`config.mk`:
```
export PLATFORM = sky130hd
export DESIGN_NAME = hazard_ctrl
export DESIGN_NICKNAME = d
export VERILOG_FILES = /design/src/rtl/hazard_ctrl.sv
export SDC_FILE = /design/constraint.sdc
export NUM_CORES = 1
export LEC_CHECK = 0
export CELL_PAD_IN_SITES_DETAIL_PLACEMENT = 1
export CELL_PAD_IN_SITES_GLOBAL_PLACEMENT = 1
export CORE_MARGIN = 2
export CORE_UTILIZATION = 30
export CTS_BUF_LIST = sky130_fd_sc_hd__clkbuf_4 sky130_fd_sc_hd__clkbuf_8
export CTS_CLUSTER_DIAMETER = 60
export CTS_CLUSTER_SIZE = 30
export DETAILED_ROUTE_END_ITERATION = 12
export DONT_BUFFER_PORTS = 1
export HOLD_SLACK_MARGIN = 0.08
export PLACE_DENSITY_LB_ADDON = 0.1
export SLEW_MARGIN = 40
export SYNTH_ARGS = -nofsm -noshare
export SYNTH_HDL_FRONTEND = slang
export SYNTH_SLANG_ARGS = --single-unit
```
`constraint.sdc`:
```
create_clock -name clk -period 3.65 [get_ports clk]
set_clock_uncertainty 0.05 [all_clocks]
set_input_delay 0.365 -clock clk [delete_from_list [all_inputs] [get_ports clk]]
set_output_delay 0.365 -clock clk [all_outputs]
set_load 0.05 [all_outputs]
```
`src/rtl/hazard_ctrl.sv`:
```
// hazard_ctrl: pipeline hazard and stall controller for a 5-stage core.
// Operand forwarding, load-use stalls, redirect flushes, data-memory wait
// stalls and an orderly halt drain.
// Ports:
//   clk, rst_n                 clock, asynchronous active-low reset
//   id_*/ex_*/mem_*/wb_*       register ids and control bits of each stage
//   id_halt, wb_halt           halt in ID / halt retiring in WB
//   *_write                    pipeline register enables (PC, IF/ID .. MEM/WB)
//   if_id_flush, id_ex_flush   load a bubble into IF/ID or ID/EX
//   fwd_a, fwd_b               ALU operand select: 00 RF, 01 MEM/WB, 10 EX/MEM
//   halted                     core stopped (registered)
//   stall_cycles               saturating count of cycles with the PC frozen
module hazard_ctrl #(
    parameter int CNT_W = 16
) (
    input  logic             clk,
    input  logic             rst_n,
    input  logic [4:0]       id_rs1,
    input  logic [4:0]       id_rs2,
    input  logic [4:0]       ex_rs1,
    input  logic [4:0]       ex_rs2,
    input  logic [4:0]       ex_rd,
    input  logic             ex_memread,
    input  logic             ex_redirect,
    input  logic [4:0]       mem_rd,
    input  logic             mem_regwrite,
    input  logic             mem_access,
    input  logic             mem_ready,
    input  logic [4:0]       wb_rd,
    input  logic             wb_regwrite,
    input  logic             id_halt,
    input  logic             wb_halt,
    output logic             pc_write,
    output logic             if_id_write,
    output logic             id_ex_write,
    output logic             ex_mem_write,
    output logic             mem_wb_write,
    output logic             if_id_flush,
    output logic             id_ex_flush,
    output logic [1:0]       fwd_a,
    output logic [1:0]       fwd_b,
    output logic             halted,
    output logic [CNT_W-1:0] stall_cycles
);

    localparam logic [1:0] S_RUN      = 2'd0;
    localparam logic [1:0] S_MEM_WAIT = 2'd1;
    localparam logic [1:0] S_DRAIN    = 2'd2;
    localparam logic [1:0] S_HALTED   = 2'd3;

    logic [1:0]       state_q, state_d;
    logic             halt_q, halt_d;
    logic             halted_q, halted_d;
    logic [CNT_W-1:0] stall_cycles_q, stall_cycles_d;

    logic [1:0] eff_state;
    logic [4:0] en;         // {pc, if_id, id_ex, ex_mem, mem_wb}
    logic       load_use;
    logic       mem_stall;

    // Forwarding: the younger producer (EX/MEM) wins over MEM/WB.
    always_comb begin
        fwd_a = 2'b00;
        if (mem_regwrite && mem_rd != 5'd0 && mem_rd == ex_rs1)
            fwd_a = 2'b10;
        else if (wb_regwrite && wb_rd != 5'd0 && wb_rd == ex_rs1)
            fwd_a = 2'b01;
        fwd_b = 2'b00;
        if (mem_regwrite && mem_rd != 5'd0 && mem_rd == ex_rs2)
            fwd_b = 2'b10;
        else if (wb_regwrite && wb_rd != 5'd0 && wb_rd == ex_rs2)
            fwd_b = 2'b01;
    end

    assign load_use  = ex_memread && ex_rd != 5'd0 &&
                       (ex_rd == id_rs1 || ex_rd == id_rs2);
    assign mem_stall = mem_access && !mem_ready;

    // The cycle a memory wait completes behaves exactly like a cycle of the
    // state being resumed, so fold it into that state's rules.
    always_comb begin
        eff_state = state_q;
        if (state_q == S_MEM_WAIT && mem_ready)
            eff_state = halt_q ? S_DRAIN : S_RUN;
    end

    always_comb begin
        en          = 5'b11111;
        if_id_flush = 1'b0;
        id_ex_flush = 1'b0;
        state_d     = eff_state;
        halt_d      = halt_q;
        case (eff_state)
            S_RUN: begin
                if (mem_stall) begin
                    // Whole pipe freezes; redirect/load-use re-present later.
                    en      = 5'b00000;
                    state_d = S_MEM_WAIT;
                end else begin
                    if (ex_redirect) begin
                        if_id_flush = 1'b1;
                        id_ex_flush = 1'b1;
                    end else if (load_use) begin
                        en[4:3]     = 2'b00;
                        id_ex_flush = 1'b1;
                    end
                    // A halt in ID under a redirect is on the wrong path.
                    if (id_halt && !ex_redirect) begin
                        halt_d  = 1'b1;
                        state_d = S_DRAIN;
                    end
                end
                if (wb_halt)
                    state_d = S_HALTED;
            end
            S_DRAIN: begin
                if (mem_stall) begin
                    en      = 5'b00000;
                    state_d = S_MEM_WAIT;
                end else begin
                    en[4]       = 1'b0;
                    if_id_flush = 1'b1;
                end
                if (wb_halt)
                    state_d = S_HALTED;
            end
            default: begin
                // MEM_WAIT still waiting, or HALTED: everything frozen.
                en = 5'b00000;
            end
        endcase
    end

    assign {pc_write, if_id_write, id_ex_write, ex_mem_write, mem_wb_write} = en;

    always_comb begin
        halted_d       = (state_d == S_HALTED);
        stall_cycles_d = stall_cycles_q;
        if (!pc_write && state_q != S_HALTED && stall_cycles_q != {CNT_W{1'b1}})
            stall_cycles_d = stall_cycles_q + 1'b1;
    end

    always_ff @(posedge clk or negedge rst_n) begin
        if (!rst_n) begin
            state_q        <= S_RUN;
            halt_q         <= 1'b0;
            halted_q       <= 1'b0;
            stall_cycles_q <= '0;
        end else begin
            state_q        <= state_d;
            halt_q         <= halt_d;
            halted_q       <= halted_d;
            stall_cycles_q <= stall_cycles_d;
        end
    end

    assign halted       = halted_q;
    assign stall_cycles = stall_cycles_q;

endmodule

```
After elaboration in Yosys (flattened, before gate mapping). Cells that the tools add are included.

Add/subtract/negate cells: 1. Equality and inequality tests: 11. Muxes and demuxes: 26. Bitwise gates (word level): 1. Reduce and logical (&&, ||, !) cells: 22.

Operators by type and width (count): equality test 5 bit (6); 2-to-1 mux 2 bit (12); adder 16 x 1 -> 16 bit (second input constant) (1); != test 16 bit (second input constant) (1); nonzero test 5 bit (3); logical AND 1 bit (13); case mux 5 bit (2 select lines) (1); 2-to-1 mux 1 bit (9); equality test 2 bit (second input constant) (2); 2-to-1 mux 4 bit (1); case mux 2 bit (2 select lines) (1); logical NOT 1 bit (3); 2-to-1 mux 3 bit (1); AND reduction 3 bit (1); equality test 2 x 1 -> 1 bit (second input constant) (1); logical NOT 2 bit (1); != test 2 bit (second input constant) (1); case mux 1 bit (2 select lines) (1); logical OR 1 bit (1); inverter 1 bit (1).

Flip-flop bits (word level): 20. Bits of input ports: 45. Output and inout port bits: 28.

Longest topological paths before layout. Gate-level depths: netlist of run 1.

Depth in word-level cells: 10. Gate-level depth with buffers: 8. Mapped depth without buffers: 7.

Least setup slack after synthesis of run 1. OpenSTA, ideal clock, no wires.

Path type: input-to-output. From: input port mem_rd[1]. To: output port fwd_a[0]. Arrival: 2942 ps. Required time: 3235 ps. Slack: 293 ps. Cell stages on the path: 4. Path buffers: 0. Path through: or4_1 > o21ai_0 > nor4_1 > nor4_1.

Word-level cells in the longest chain between the ends: 4. Elaborated cells on any way between the ends: 5. Classes of those cells: 1 x eq/ne; 1 x mux; 3 x reduce/logical.

Ends and longest elaborated chain: from (decl) (RTL line 25) `input logic [4:0] mem_rd,`; nonzero test 5 bit (RTL line 64) `if (mem_regwrite && mem_rd != 5'd0 && mem_rd == ex_rs1)`; logical AND 1 bit (RTL line 64); logical AND 1 bit (*) (RTL line 64); 2-to-1 mux 2 bit (*) (RTL line 64); to (decl) (RTL line 40) `output logic [1:0] fwd_a,`.

Mark *: on every way between the ends. The rest lies on a longest branch, timed or not.

Worst setup path after layout of run 1.
From: register stall_cycles_q[0], in the netlist stall_cycles[0]. To: register stall_cycles_q[1], in the netlist stall_cycles[1].

Word-level cells in the longest chain between the ends: 2. Elaborated cells on any way between the ends: 3. Classes of those cells: 1 x add/sub; 1 x eq/ne; 1 x reduce/logical.

Ends and longest elaborated chain: from (decl) (RTL line 54) `logic [CNT_W-1:0] stall_cycles_q, stall_cycles_d;`; from (signal assigned) (RTL line 153) `stall_cycles_q <= stall_cycles_d;`; branches (longest 2 deep; another with adder 16 x 1 -> 16 bit).

Parallel ways; which one is timed is not known. A chain may end at the register's enable or synchronous reset.

==> qor.csv, run 1 <==
metric,value,unit
status,completed,
p_leak,0.709,nW
vias,1134,
grt_pass1_wl,5840,µm
synth.largest_area_cell,dfrtp_1,
grt_pass1_vias,1223,
max-vdd-ir-drop,320,µV
gp_congestion,0.829,
syn_area,1400,µm²
synth_cells,152,
layout_min_cycle_time,2.54,ns
stdcell_count,214,
io_pins,73,
worst_pin_slew,0.879,ns
cts.clk_slew.worst_paths,0.07,ns
met1_length,1540,µm
cts_made_buffers,3,
grt_max_degree,21,
drive_above_1_share,12.3,%
antenna_found_initial,0,
slew-limit-headroom,41.2,%
post_cts_buffers,0,
drt_iter0_markers,28,
crit_path_end_kind,register,
final_nets,209,
die_y,72.4,µm
ys_types,33,
hpwlAfterDp,3020,µm
antenna_left,0,
routed_wirelength,3650,µm
criticalPathCategory,register to register,
overflow,0,
clock_sinks,20,
ys_seq_area_share,35.7,%
clk_latency,0.26,ns
required,3.74,ns
core,4410,µm²
die_width,72.4,µm
portBuffers,0,
holdWs,0.169,ns
highest_layer,met4,
crit_fanout,16,
die_area,5240,µm²
grtUsageTotal,14.1,%
ys_ff_latch,20,
cap_violations,0,
cp_num_buf_inv,0,
arrival,2.64,ns
max_freq,393,MHz
htreeDepth,1,
finalSetupViolCount,0,
rows,24,
yosys.area.top_type_share,35.7,%
synthTopCellsByArea,"dfrtp_1 36%, xor2_1 22%, xnor2_1 6.2%",
crit_chain,ha_1 -> nand3_1 -> or4_1 -> o211ai_1 -> o21a_4 -> mux2_1,
slowest_stage,dfrtp_1,
cts_tree,done,
area_growth_syn_to_layout,13.3,%
synth_nets,198,
setup_tns,0,ns
drv_slew,0,
fill_cells,517,
routed_via_density,5.30,
clockBufferDepth,2,
stdcell_area,1590,µm²
yosys_warnings,0,
max_stage_delay,0.69,ns
drc,0,
root_buffer,clkbuf_8,
dp.cells,208,
rsz0062_at_grt,no,
hold_path_class,input pin to register,
hold_violations,0,
worstSetupStartpointType,register,
wl_per_cell,17.1,µm
placed_area,1520,µm²
start_util,31.8,%
cpLargestDelayFamily,flip-flops,
first_pass_iters,4,
period_share,69.6,%
wl_met3,218,µm
avgSynthCellArea,9.23,µm²
wl_met2,1880,µm
power_density,374,nW/µm²
num_antenna_cells,0,
## per-stage QoR
stage	power, W	utilization [%]	worst slack (ns)
detailed placement	0.000429	34.4	1.09
finish	0.000594	36.0	1.11
global placement	0.000420	34.4	1.16
CTS	0.000604	35.9	1.07
global route	0.000628	36.0	0.981
floorplan	0.000402	-	0.293
## placed cells by master, fill, tap and decap left out, types with 2 or more instances in the layout
| cell | instances |
|---|---|
| xor2_1 | 35 |
| dfrtp_1 | 20 |
| nor2_1 | 13 |
| xnor2_1 | 10 |
| nor3_1 | 9 |
| nand2_1 | 9 |
| inv_1 | 7 |
| buf_4 | 7 |
| or4_1 | 6 |
| nand3_1 | 5 |
| nor4_2 | 4 |
| clkbuf_8 | 4 |
| o21ai_0 | 3 |
| and3_1 | 3 |
| nor2b_1 | 2 |
| a21oi_1 | 2 |
| or2_2 | 2 |
| nand2b_1 | 2 |
| nand4_1 | 2 |
## worst reg2reg max path, cell delays in order (launching register included)
cell and delay (ns):
dfrtp_1 0.69, ha_1 0.26, nand3_1 0.12, or4_1 0.55, o211ai_1 0.14, o21a_4 0.28, mux2_1 0.35
## kinds of logic after synthesis
logic type	synth area share, %
xor+xnor	28.1
fa+ha+maj	0.892
mux	0.803
flops	35.7
compound gates	7.58
buf+inv	3.75
simple gates	23.2
## layer usage
metal / vias to the layer above / global-route usage [%]
met5: - / 0
met4: 0 / 2.06
met3: 2 / 4.31
met2: 28 / 24.6
met1: 561 / 17.5
li1: 543 / -
## cell type report
class	instances	area [µm²]	share of cell area (%)
clock buffers	4	55.1	3.46
inverters	7	26.3	1.65
multi-input cells	122	875	55.0
flip-flops and latches	20	500	31.5
well taps	52	65.1	4.09
repair buffers	9	67.6	4.25
## state kept, by name, indices dropped and copies added (netlist names)
name and flops:
stall_cycles 16, halt_q 1, state_q 2, halted 1
## synth_stat cells
cell type,count
or4_1,6
buf_6,1
nand4b_1,1
ha_1,1
buf_4,2
and3_1,3
nand3_1,5
nand2b_1,2
or2_2,2
nor4_1,5
o21a_4,1
nand4_1,2
or2_0,1
o21ai_0,3
nand4_2,1
nor2_1,13
nor3_1,9
a21oi_1,2
a311oi_1,1
a22oi_1,1
nand2_1,9
xnor2_1,10
xor2_1,35
a21boi_0,1
o22a_1,1
nor2b_1,2
a2bb2oi_1,1
inv_1,7
dfrtp_1,20
o211ai_1,1
o32a_1,1
o21a_1,1
mux2_1,1
## power by group
| group | switching, W | internal, W | leakage, nW |
|---|---|---|---|
| combinational | 0.0000436 | 0.0000437 | 0.434 |
| sequential | 0.0000973 | 0.000242 | 0.246 |
| clock | 0.0000713 | 0.0000960 | 0.0288 |
| total | 0.000212 | 0.000382 | 0.709 |
## final timing paths
check | from | cells past startpoint | to | slack (ns)
hold / removal | wb_halt | 1 | state_q[0] | 0.17
setup / recovery | stall_cycles[0] | 6 | stall_cycles[1] | 1.11
setup reg to reg | stall_cycles[0] | 6 | stall_cycles[1] | 1.11
hold reg to reg | halt_q | 1 | halt_q | 0.51
max in group asynchronous | rst_n | 2 | stall_cycles[14] | 2.68
min in group asynchronous | rst_n | 2 | stall_cycles[7] | 0.55
## what timing repair did
action                                 in CTS  in global routing
hold buffers                                1                  1
gates resized for setup                     0                  0
endpoints found under the hold margin      20                 20
(Power assumes the default switching activity.)
==> run 2, diff against run 1 <==
clock period = 2.6 ns   (was 3.65 ns; I/O delays follow)
==> run 2 against run 1 <==
Net effect:
- register-to-register slack worse by 0.57 ns
- first-iteration DRC count up 18%
- worst hold slack worse by 0.041 ns
- sequential share of layout area down 2.3 points
- non-clock buffer count up 18
- critical path depth unchanged
- clock power up 21%
- largest cell class unchanged
- critical endpoint unchanged
- combinational power rose to 3.2 times the previous value
- via count up 4.9%
- sequential cell count unchanged
- design area up 7.8%
- clock-buffer cell count down 1
==> qor.csv, run 2 (synthesized netlist as in run 1, its figures left out) <==
metric,value,unit
clock_sinks,20,
grt_pass1_vias,1281,
cp_num_buf_inv,0,
holdWs,0.127,ns
cap_violations,0,
min_path_cells,1,
start_util,31.8,%
antenna_left,0,
reg2reg_depth,6,
max-vdd-ir-drop,350,µV
crit_end,stall_cycles[1],
required,2.69,ns
drt_iter0_markers,33,
crit_fanout,16,
post_cts_buffers,0,
cp.depth,6,
gp_congestion,0.767,
clockBufferDepth,2,
antenna_found_initial,0,
p_leak,0.794,nW
criticalPathCategory,register to register,
rows,24,
cts_tree,done,
power_density,493,nW/µm²
slew-limit-headroom,68.1,%
overflow,0,
hpwlAfterDp,3120,µm
max_freq,485,MHz
root_buffer,clkbuf_8,
routed_wirelength,3730,µm
cpLargestDelayFamily,simple AND/OR/NAND/NOR gates,
htreeDepth,1,
grt_max_degree,21,
rsz0062_at_grt,no,
r2r-end,stall_cycles[1],
final_nets,227,
layout_min_cycle_time,2.06,ns
arrival,2.15,ns
worst_pin_slew,0.482,ns
status,completed,
first_pass_iters,4,
reg2reg_setup_slack,0.54,ns
utilization,38.8,%
clk_latency,0.26,ns
die_y,72.4,µm
die_area,5240,µm²
setup_tns,0,ns
cts_resized,0,
setup.worst_path.start,stall_cycles[1],
crit_path_end_kind,register,
hold_path_class,input pin to register,
num_antenna_cells,0,
drc,0,
slowest_stage,or4_1,
area_growth_syn_to_layout,22.1,%
final_cell_mix,"35 x xor2_1, 24 x buf_4, 20 x dfrtp_1, 13 x nor2_1, 10 x xnor2_1",
grtUsageTotal,14.6,%
hold_violations,0,
core,4410,µm²
final_common_cell,xor2_1,
wl_per_cell,16.2,µm
cts_hold_buf,2,
vias,1189,
portBuffers,0,
max_stage_delay,0.52,ns
cts.clk_slew.worst_paths,0.07,ns
die_width,72.4,µm
io_pins,73,
drive_above_1_share,20.1,%
finalSetupViolCount,0,
period_share,79.4,%
grt_pass1_wl,6000,µm
worstSetupStartpointType,register,
crit_chain,ha_1 -> nand3_1 -> or4_1 -> o211ai_1 -> o21a_4 -> mux2_1,
routed_via_density,5.15,
r2r_start,stall_cycles[1],
largest_reg_flops,16,
cts_made_buffers,3,
drv_slew,0,
==> run 2: changes by cell type in the layout (fill, tap and decap cells not counted), sizes merged <==
| cell | before | now |
|---|---|---|
| clkbuf | 4 | 3 |
| dlygate4sd3 | 1 | 2 |
| buf | 8 | 25 |
==> run 2: how the worst min path moves through the flow <==
stage,start,to,slack (ns)
after floorplan,rst_n,halt_q,-0.09
after global placement,rst_n,stall_cycles[8],-0.08
after detailed placement,rst_n,stall_cycles[8],-0.08
after CTS,wb_halt,state_q[1],0.13
after global routing,wb_halt,state_q[1],0.12
final,wb_halt,state_q[1],0.13
==> run 2: layer usage <==
layer | vias to the layer above | GRT usage [%] | part of all wire [%]
li1 | 573 | - | -
met4 | 0 | 4.94 | 1.3
met2 | 44 | 25.8 | 50
met5 | - | 0 | 0
met1 | 567 | 17.7 | 41
met3 | 5 | 2.92 | 8.5
==> run 2: layout make-up <==
class,count,area (µm²)
Sequential cell,20,500
Inverter,7,26.3
Fill cell,507,2700
Timing Repair Buffer,27,205
Multi-Input combinational cell,122,875
Clock buffer,3,41.3
Tap cell,52,65.1
==> run 2: power by group <==
part / total [W] / internal, W / switching (W)
clock network: 0.000202 / 0.000103 / 0.0000987
logic: 0.000280 / 0.0000979 / 0.000182
registers: 0.000363 / 0.000343 / 0.0000200
total: 0.000845 / 0.000544 / 0.000301
==> run 2: per-stage QoR <==
step | cells | area (µm²) | total power [W] | worst slack, ns
3_5_place_dp | 225 | 1650 | 0.000641 | 0.518
6_report | 231 | 1710 | 0.000845 | 0.536
5_1_grt | 231 | 1710 | 0.000890 | 0.376
3_3_place_gp | 225 | 1650 | 0.000633 | 0.599
2_1_floorplan | 152 | 1430 | 0.000568 | 0.120
4_1_cts | 230 | 1710 | 0.000855 | 0.500
==> run 3, diff against run 2 <==
clock period = 1.8 ns   (was 2.6 ns; I/O delays follow)
==> run 3 against run 2 <==
Net effect:
- the flow now finishes with violations (setup timing)
- clock power grew 78%
- sequential share of layout area decreased by 3.6 points
- final cell count increased by 3.5%
- maximum frequency is 5.8% higher
- sequential power rose by 51%
- first-iteration DRC count rose by 24%
- design area rose by 18%
- critical path depth up 1
- clock-buffer cell count is 1 higher
- register-to-register slack worse by 0.69 ns
- worst setup slack worse by 0.69 ns
- highest routed layer unchanged
==> qor.csv, run 3 (synthesized netlist as in run 1, its figures left out) <==
metric,value,unit
finalSetupViolCount,16,
gp_congestion,0.763,
cts_tree,done,
cts_made_buffers,3,
core,4410,µm²
cpLargestDelayFamily,simple AND/OR/NAND/NOR gates,
clockBufferDepth,2,
final_cell_mix,"35 x xor2_1, 24 x buf_4, 14 x dfrtp_2, 11 x nor2_1, 9 x nand2_1",
required,1.95,ns
setup_slack,-0.151,ns
die_y,72.4,µm
max_stage_delay,0.43,ns
start_util,31.8,%
area_growth_syn_to_layout,43.9,%
cp_num_buf_inv,0,
power_density,686,nW/µm²
routed_via_density,5.15,
portBuffers,0,
drt_iter0_markers,41,
status,"finished, violations left",
final_nets,234,
overflow,0,
layout_min_cycle_time,1.95,ns
hold_path_class,input pin to register,
io_pins,73,
routed_wirelength,4240,µm
vias,1231,
grt_pass1_wl,6820,µm
max-vdd-ir-drop,567,µV
stdcell_count,239,
crit_fanout,8,
hold_violations,0,
violations,setup timing,
period_share,108,%
p_leak,0.896,nW
largest_reg_flops,16,
num_antenna_cells,0,
max_freq,513,MHz
clock_sinks,20,
place_ws,-0.179,ns
worst_pin_slew,0.456,ns
drv_slew,0,
hpwlAfterDp,3350,µm
criticalPathCategory,register to register,
final_common_cell,xor2_1,
root_buffer,clkbuf_8,
antenna_found_initial,0,
dp.cells,228,
slew-limit-headroom,69.6,%
cap_violations,0,
slowest_stage,or4_4,
utilization,45.7,%
worstSetupStartpointType,register,
drive_above_1_share,41.2,%
die_area,5240,µm²
htreeDepth,1,
first_pass_iters,2,
crit_path_end_kind,register,
wl_per_cell,17.7,µm
rows,24,
clk_latency,0.27,ns
crit_chain,ha_4 -> nand3_4 -> or4_4 -> o211ai_1 -> o21a_2 -> nand2b_4 -> xnor2_2,
arrival,2.10,ns
grt_max_degree,21,
grt_pass1_vias,1395,
drc,0,
antenna_left,0,
grtUsageTotal,16.9,%
holdWs,0.111,ns
cts.clk_slew.worst_paths,0.08,ns
rsz0062_at_grt,yes,
die_width,72.4,µm
[run 3: cell types whose count changed in the layout (fill, tap and decap cells not counted), moves of 3 or more]
cell     previous run  this run
buf_12              0         4
dfrtp_2             0        14
nor3_1              9         5
nor4_2              4         1
dfrtp_1            20         6
nor4_4              0         3
[run 3: per-stage QoR]
stage               area [µm²]  power (W)  setup TNS (ns)
CTS                       1960    0.00140           -1.97
detailed placement        1820   0.000996           -1.62
floorplan                 1520   0.000875           -3.28
global route              2020    0.00145           -3.12
global placement          1820   0.000978          -0.904
finish                    2020    0.00138           -1.86
[run 3: final timing paths]
check                                     start               end  slack, ns  cells past startpoint
worst min-delay path                  mem_ready            halted       0.11                      3
worst max register to register  stall_cycles[0]   stall_cycles[5]      -0.15                      7
worst min register to register           halt_q            halt_q       0.50                      1
min in group asynchronous                 rst_n   stall_cycles[7]       0.34                      2
max in group asynchronous                 rst_n  stall_cycles[13]       1.01                      2
worst max-delay path            stall_cycles[0]   stall_cycles[5]      -0.15                      7
[run 3: what timing repair did]
action / CTS / global route
setup buffers: 2 / 1
setup endpoints to repair: 18 / 20
endpoints found under the hold margin: 23 / 20
gates resized for setup: 11 / 8
cloned: 1 / 0
hold buffers: 2 / 1
pin swaps: 4 / 4
[run 3: final cells by class]
type / count / area [µm²]
Clock buffer: 4 / 55.1
Fill cell: 493 / 2400
Inverter: 7 / 26.3
Multi-Input combinational cell: 123 / 1050
Sequential cell: 20 / 518
Tap cell: 52 / 65.1
Timing Repair Buffer: 33 / 308
[run 3: worst register-to-register path: cells and delay by family, from the launching register on]
kind,cells,cell delay [ns]
XOR/XNOR,1,0.10
flip-flops,1,0.39
adder cells (fa/ha/maj),1,0.15
AO/OA/AOI/OAI,2,0.50
AND/OR/NAND/NOR,3,0.69
[run 3: metal layers]
| metal | track usage [%] | share of wire [%] | vias up |
|---|---|---|---|
| met5 | 0 | 0 | - |
| met4 | 4.94 | 1.3 | 0 |
| met3 | 4.72 | 9.4 | 5 |
| met2 | 31.7 | 53 | 43 |
| met1 | 18.3 | 36 | 590 |
| li1 | - | - | 593 |
[run 3: power breakdown]
group / total, W / switching, W / internal (W)
clock network: 0.000359 / 0.000163 / 0.000195
logic: 0.000478 / 0.000295 / 0.000183
registers: 0.000548 / 0.0000484 / 0.000499
